===== src/rtl/clk_en_gen.sv =====
// rtl/clk_en_gen.sv - multi-channel clock-enable generator with reset stretcher
module clk_en_gen #(
    parameter int NUM_CH   = 3,
    parameter int ACC_W    = 24,
    parameter int RST_HOLD = 10,
    parameter int CH_W     = (NUM_CH > 1) ? $clog2(NUM_CH) : 1
) (
    input  logic              clock_i,
    input  logic              reset_i,
    input  logic              cfg_we_i,
    input  logic [CH_W-1:0]   cfg_ch_i,
    input  logic              cfg_mode_i,
    input  logic              cfg_en_i,
    input  logic [ACC_W-1:0]  cfg_inc_i,
    output logic [NUM_CH-1:0] tick_o,
    output logic [NUM_CH-1:0] phase_o,
    output logic              rst_out_o
);

    logic [NUM_CH-1:0] mode_q, mode_d;
    logic [NUM_CH-1:0] en_q, en_d;
    logic [NUM_CH-1:0] tick_q, tick_d;
    logic [NUM_CH-1:0] phase_q, phase_d;
    logic [ACC_W-1:0]  inc_q [NUM_CH];
    logic [ACC_W-1:0]  inc_d [NUM_CH];
    logic [ACC_W-1:0]  acc_q [NUM_CH];
    logic [ACC_W-1:0]  acc_d [NUM_CH];

    logic [7:0] hold_q, hold_d;
    logic       rst_out_q, rst_out_d;

    logic [ACC_W-1:0] deff_v;
    logic [ACC_W:0]   sum_v;

    always_comb begin
        mode_d  = mode_q;
        en_d    = en_q;
        tick_d  = tick_q;
        phase_d = phase_q;
        deff_v  = '0;
        sum_v   = '0;
        for (int i = 0; i < NUM_CH; i++) begin
            inc_d[i] = inc_q[i];
            acc_d[i] = acc_q[i];
            // An out-of-range cfg_ch never matches any channel, so the write is dropped.
            if (cfg_we_i && (cfg_ch_i == CH_W'(i))) begin
                mode_d[i]  = cfg_mode_i;
                en_d[i]    = cfg_en_i;
                inc_d[i]   = cfg_inc_i;
                acc_d[i]   = '0;
                tick_d[i]  = 1'b0;
                phase_d[i] = 1'b0;
            end else if (!en_q[i]) begin
                acc_d[i]  = '0;
                tick_d[i] = 1'b0;
            end else if (!mode_q[i]) begin
                deff_v = (inc_q[i] == '0) ? ACC_W'(1) : inc_q[i];
                if (acc_q[i] >= deff_v - ACC_W'(1)) begin
                    acc_d[i]   = '0;
                    tick_d[i]  = 1'b1;
                    phase_d[i] = ~phase_q[i];
                end else begin
                    acc_d[i]  = acc_q[i] + ACC_W'(1);
                    tick_d[i] = 1'b0;
                end
            end else begin
                sum_v      = {1'b0, acc_q[i]} + {1'b0, inc_q[i]};
                acc_d[i]   = sum_v[ACC_W-1:0];
                tick_d[i]  = sum_v[ACC_W];
                phase_d[i] = phase_q[i] ^ sum_v[ACC_W];
            end
        end
    end

    // Stretcher counts down after reset falls; rst_out drops on the edge that finds it at zero.
    always_comb begin
        hold_d    = hold_q;
        rst_out_d = rst_out_q;
        if (hold_q != 8'd0) begin
            hold_d    = hold_q - 8'd1;
            rst_out_d = 1'b1;
        end else begin
            rst_out_d = 1'b0;
        end
    end

    always_ff @(posedge clock_i) begin
        if (reset_i) begin
            mode_q    <= '0;
            en_q      <= '0;
            tick_q    <= '0;
            phase_q   <= '0;
            hold_q    <= 8'(RST_HOLD);
            rst_out_q <= 1'b1;
            for (int i = 0; i < NUM_CH; i++) begin
                inc_q[i] <= '0;
                acc_q[i] <= '0;
            end
        end else begin
            mode_q    <= mode_d;
            en_q      <= en_d;
            tick_q    <= tick_d;
            phase_q   <= phase_d;
            hold_q    <= hold_d;
            rst_out_q <= rst_out_d;
            for (int i = 0; i < NUM_CH; i++) begin
                inc_q[i] <= inc_d[i];
                acc_q[i] <= acc_d[i];
            end
        end
    end

    assign tick_o    = tick_q;
    assign phase_o   = phase_q;
    assign rst_out_o = rst_out_q;

endmodule


===== config.mk =====
export PLATFORM = sky130hd
export DESIGN_NAME = clk_en_gen
export DESIGN_NICKNAME = d
export VERILOG_FILES = /design/src/rtl/clk_en_gen.sv
export SDC_FILE = /design/constraint.sdc
export NUM_CORES = 1
export LEC_CHECK = 0
export ABC_AREA = 1
export CAP_MARGIN = 15
export CORE_MARGIN = 3
export CORE_UTILIZATION = 60
export DETAILED_ROUTE_END_ITERATION = 7
export PLACE_DENSITY_LB_ADDON = 0.15
export SETUP_SLACK_MARGIN = 0.02
export SLEW_MARGIN = 25
export SYNTH_ARGS = -nofsm -noshare
export SYNTH_HDL_FRONTEND = slang
export SYNTH_SLANG_ARGS = --single-unit
export TNS_END_PERCENT = 1

===== constraint.sdc =====
create_clock -name clock_i -period 6.6 [get_ports clock_i]
set_clock_uncertainty 0.15 [all_clocks]
set_input_delay 0.66 -clock clock_i [delete_from_list [all_inputs] [get_ports clock_i]]
set_output_delay 0.66 -clock clock_i [all_outputs]
set_load 0.005 [all_outputs]

== Word level (Yosys, flattened, before mapping) ==
Memory sizes are Yosys's and may differ from the RTL's.
Index checks and enable logic that the tools add are counted.

* Word-level logic and storage cells: 106
* Bits in writable memories: 144
* Output and inout port bits: 7
* Memories kept: 2
* Flip-flop bits (word level): 21

* Reduce and logical (&&, ||, !) cells: 20
* Add/subtract/negate cells: 10
* Equality and inequality tests: 2
* Order comparisons: 3
* Bitwise gates (word level): 15
* Mux-type cells: 40

{| class="wikitable"
|+ Memories
! memory !! words !! width !! rd ports !! clocked after Yosys merged registers in !! wr ports !! line !! source
|-
| acc_q || 3 || 24 || 3 || 0 || 3 || 26 || <nowiki>logic [ACC_W-1:0] acc_q [NUM_CH];</nowiki>
|-
| inc_q || 3 || 24 || 3 || 0 || 3 || 24 || <nowiki>logic [ACC_W-1:0] inc_q [NUM_CH];</nowiki>
|}

{| class="wikitable"
|+ Operator list
! kind !! count
|-
| 2-to-1 mux 24 bit || 24
|-
| adder 24 x 24 -> 25 bit || 3
|-
| adder 24 x 1 -> 24 bit, second input constant || 3
|-
| >= comparator 24 bit || 3
|-
| zero test 24 bit || 3
|-
| subtractor 24 x 1 -> 24 bit, second input constant || 3
|-
| 2-to-1 mux 1 bit || 16
|-
| OR reduction 3 bit || 3
|-
| nonzero test 8 bit || 1
|-
| subtractor 8 x 1 -> 8 bit, second input constant || 1
|-
| NOT 1 bit || 6
|-
| bitwise OR 1 bit || 6
|-
| AND reduction 2 bit || 3
|-
| nonzero test 2 bit || 3
|-
| OR reduction 2 bit || 3
|-
| logical AND 1 bit || 3
|-
| bitwise XOR 1 bit || 3
|-
| == test 2 x 1 -> 1 bit, second input constant || 1
|-
| == test 2 bit, second input constant || 1
|-
| zero test 2 bit || 1
|}

== Depth between registers and ports, before layout ==
* Depth after elaboration: 9
* Gate-level depth with buffers: 27

== Worst setup path after synthesis ==
No wires, ideal clock.

* Path kind: flip-flop to flip-flop
* Start: memory inc_q[1][13] (netlist: inc_q[0][37])
* End: memory acc_q[1][16] (netlist: acc_q[0][40])
* Cell stages (with the launch flop): 26
* Library setup time: 0.067 ns
* Setup slack: 3.098 ns
* Required time: 6.383 ns
* Arrival: 3.285 ns
* Cells stage by stage: dfxtp_1 nor2_1 nand2_1 nor2_2 nand4_1 nand2_1 inv_2 ha_1 nand2_1 nor3_2 nand2_1 inv_1 nand3_1 nor2_1 nand2_1 xor2_1 ha_1 nand2_1 inv_2 nand3_1 inv_1 a21oi_4 nand3_4 buf_8 or2_1 a21oi_2

{| class="wikitable"
|+ RTL lines
! element !! line
|-
| start, declared || 24
|-
| end, declared || 26
|}

==> results.txt <==
- The number of nets handed over by synthesis was ~2,700.
- Data arrival time of the worst path: approximately 4800 ps
- After synthesis the netlist holds a flip-flop and latch count of about 170.
* Worst setup path startpoint: inc_q[0][15]$_SDFFE_PP0P_
* Sink count of the clock tree: 165
- Global-route met3 utilization: 10.80%
- Including well taps, the total number of placed cells is 2,802.
* Dominant synthesized flop cell: dfxtp_1
- Die extent in y: between 150 and 200 um
- Buffers inserted to repair hold after CTS numbered 0.
* Number of antenna cells inserted: 0
- Fin. max-slew vios: 0
* Sequential fraction of the synthesis area: around 22%
* Setup repair after global routing missed its margin: false
* Share of the clock period used by the worst path after layout: a little over two thirds
- The initial antenna violation count came to 0.
- Startpoint types: register
- Static timing analysis puts the maximum clock frequency at about 220 MHz.
- The flow ran to the end, and the final reports show no timing, DRC or antenna violations.
* Depth of the CTS H-tree: 4
* Half-perimeter wire length of the detailed placement result: between 40,000 and 50,000 um
- In this run the tightest slew margin relative to its limit is 33.93%.
* I/O pin cnt: 38
- Detailed routing inserted a total of about 17,000 vias.
- The finished layout holds between 2,000 and 3,000 standard cells, fillers aside.
* Clock-pin slew reported for the worst setup and hold paths after clock tree synthesis: 80 ps
- Critical Path RT: about 7000 ps
- The worst hold path belongs to the class register to register.
- By instance count, the leading cell after synthesis is nand2_1.
* Final routed DRC violation total: 0
- Number of nets still failing antenna checks after routing: 0
- For this run, global-route usage on met1 was measured as 48.62%.
* Final core occ: between 60% and 70%
- Dividing the detail-routed via count by the number of cells gives a little under 6.
- STA classifies the critical path endpoint as a register.
* Total Negative Setup Slacks: 0 ps
* Worst reg-to-reg setup slack: approximately 2000 ps
- In this run, post-CTS repair resized a total of 0 instances.
- Vias in the first global route: roughly 15,000
* Critical R2R Capture: acc_q[0][12]$_SDFF_PP0_
* All-Layer GR Usage: between 30% and 40%
* Ratio of cells with drive above 1 in the final layout: under 10%
* Clock insertion delay at the later pin of the skew report: ~450 ps
* Distinct cell type count after synthesis: 48
- Compared with the post-synthesis result, the final layout area differs by 8.193%.
* Count of mapped cells out of synthesis: 2,468
* Final setup violation count: 0
* First-pass GRT wire length: a little over 80,000 um
- Number of failing hold endpoints at the final stage: 0
- Core Box Area: between 20,000 and 25,000 sq um
- Layout filler cell count: 2,328
- In this run, CTS created clock tree buffers numbering 17.
- Buffers on Ports: 37
- The net count of the finished layout is roughly 2,700.
* Grt met2 use: between 50% and 60%
- Dividing total power by cell area gives a power density of between 150 and 200 nW/um^2.
- The synthesized design spends more area on one cell type than any other, namely dfxtp_1.
- Global routing's busiest layer: met2
- Cell depth of the worst flop-to-flop path: 22
- The worst path in the final design needs a cycle of 4598 ps, including I/O delays and setup.
- Of all flip-flops after synthesis, the portion carrying an async set or reset was 0%.
- Worst vdd rail ir drop: between 0.00015 and 0.0002 V
- Before antenna repair, the detailed router went through 7 iterations.
* Clock Root Buffer: clkbuf_16
- Maximum fanout along the worst path: 15
- Depth of the worst hold-timing path: 2
* Starting density of the core: around three fifths
* Post-synth EDFFs: 0
* WL per Instance: about 18 um
* Post-Synthesis Mean Instance Area: approximately 6 sq um
- The die covers 27,350 sq um.
- For this block, the initial DRC count from the detailed router was 2,000.
- Synth top area share: a little over a fifth
- Clock Path Buffers: 2
* Total number of placement rows: 57
- Yosys warnings: 0
- Entering global routing, the biggest net connects 41 pins.
- From left edge to right edge, the die measures between 150 and 200 um.
* Global placer's final weighted congestion: about 1
- The number of setup buffers added after CTS is 0.
* RR Startpoint: inc_q[0][15]$_SDFFE_PP0P_
- TritonCTS built the clock tree.
* Global route overflow: 0
* Worst setup endpoint: acc_q[0][12]$_SDFF_PP0_
* Post-synth design cell area: about 15,000 sq um
* Worst slew pin tran: ~990 ps
- The worst setup path is of the register to register kind.
- Commonest cells in the synthesized netlist: nand2_1 (652), inv_1 (315), nor2_1 (286), a21oi_1 (219), dfxtp_1 (165)
- The analysis attributes to cell leakage a power of ~0.0079 uW.
- Top cells by area, synth: dfxtp_1 (22%), nand2_1 (16%), ha_1 (12%)
- MaxCap Viol Count: 0
- Total power of the final layout: about 2700 uW
* Final Routed Wirelength: around 52,000 um
critical path: stages (launching register included):
cell and delay (ps):
dfxtp_1 440, nor2_1 100, nand2_1 110, nor2_1 90, nand4_1 100, nand2_1 80, inv_1 170, ha_1 230
nand2_1 110, nor3_2 320, nand2_1 190, nor2_1 210, nand4_1 130, xor2_1 170, ha_1 270, nand2_1 60
inv_1 40, nand3_1 60, nor2_1 70, nand2_1 390, nand3_2 460, or2_2 430, a21oi_1 140
cells by family after synthesis:
kind of cell	count (synthesis)	synth area share, %
AO/OA/AOI/OAI	407	14.33
XOR/XNOR	105	6.034
adder cells (fa/ha/maj)	155	12.87
buffers and inverters	354	8.973
flip-flops	165	21.67
AND/OR/NAND/NOR	1282	36.11
power breakdown:
group          leakage, uW  internal, uW  switching (uW)
sequential         0.00134          1020            40.8
combinational      0.00632           223             408
clock             0.000289           520             512
total              0.00795          1760             961
final cells by class:
type,instances,area [sq um],share of cell area [%]
Multi-Input combinational cell,1949,10570,64.10
Sequential cell,165,3303,20.03
Inverter,321,1205,7.307
Clock buffer,18,439.2,2.663
Timing Repair Buffer,43,415.4,2.519
Tap cell,324,405.4,2.458
Clock inverter,14,151.4,0.9181
registers in the layout (all words and copies together) (netlist names):
| signal | cells |
|---|---|
| acc_q | 72 |
| en_q | 3 |
| hold_q | 8 |
| inc_q | 72 |
| mode_q | 3 |
| phase_o | 3 |
| rst_out_o | 1 |
| tick_o | 3 |
metrics by stage:
step           hold WS (ps)  area, sq um  setup WS (ps)
2_1_floorplan         298.9        15240           3098
3_3_place_gp          322.6        15900           2355
3_5_place_dp          323.0        15900           2183
4_1_cts               336.7        16490           2158
5_1_grt               371.4        16490           1597
6_report              336.5        16490           2002
how the worst min path moves through the flow:
stage	startpoint	to	slack (ps)
3_5_place_dp	phase_o[2]$_SDFFE_PP0P_	phase_o[2]$_SDFFE_PP0P_	320
2_1_floorplan	hold_q[0]$_SDFFE_PP0P_	hold_q[0]$_SDFFE_PP0P_	300
5_1_grt	hold_q[6]$_SDFFE_PP0P_	hold_q[6]$_SDFFE_PP0P_	370
6_report	phase_o[2]$_SDFFE_PP0P_	phase_o[2]$_SDFFE_PP0P_	340
4_1_cts	phase_o[2]$_SDFFE_PP0P_	phase_o[2]$_SDFFE_PP0P_	340
3_3_place_gp	hold_q[0]$_SDFFE_PP0P_	hold_q[0]$_SDFFE_PP0P_	320
placed cells by master, fill, tap and decap left out, drive strengths merged:
cell             n
nand2          656
inv            328
nor2           295
a21oi          221
dfxtp          165
nand3          161
ha             152
o21ai          120
xor2            79
nand4           71
nor3            39
clkdlybuf4s50   37
o22ai           31
or2             30
xnor2           26
clkbuf          18
o21bai          17
nor4             9
and2             9
nand3b           8
o21a             7
buf              6
clkinv           6
a21o             3
a211oi           3
nor2b            3
fa               3
a31oi            1
nor3b            1
o31ai            1
o21ba            1
a41oi            1
a21boi           1
clkinvlp         1
layer usage:
metal / routed length (um) / part of all wire, % / up-vias
met5: 0 / 0 / -
met4: 2752 / 5.3 / 0
met3: 6034 / 12 / 187
met2: 22290 / 43 / 907
met1: 21050 / 40 / 7629
li1: - / - / 8161
Note: power is estimated with default switching activity, not from simulation.
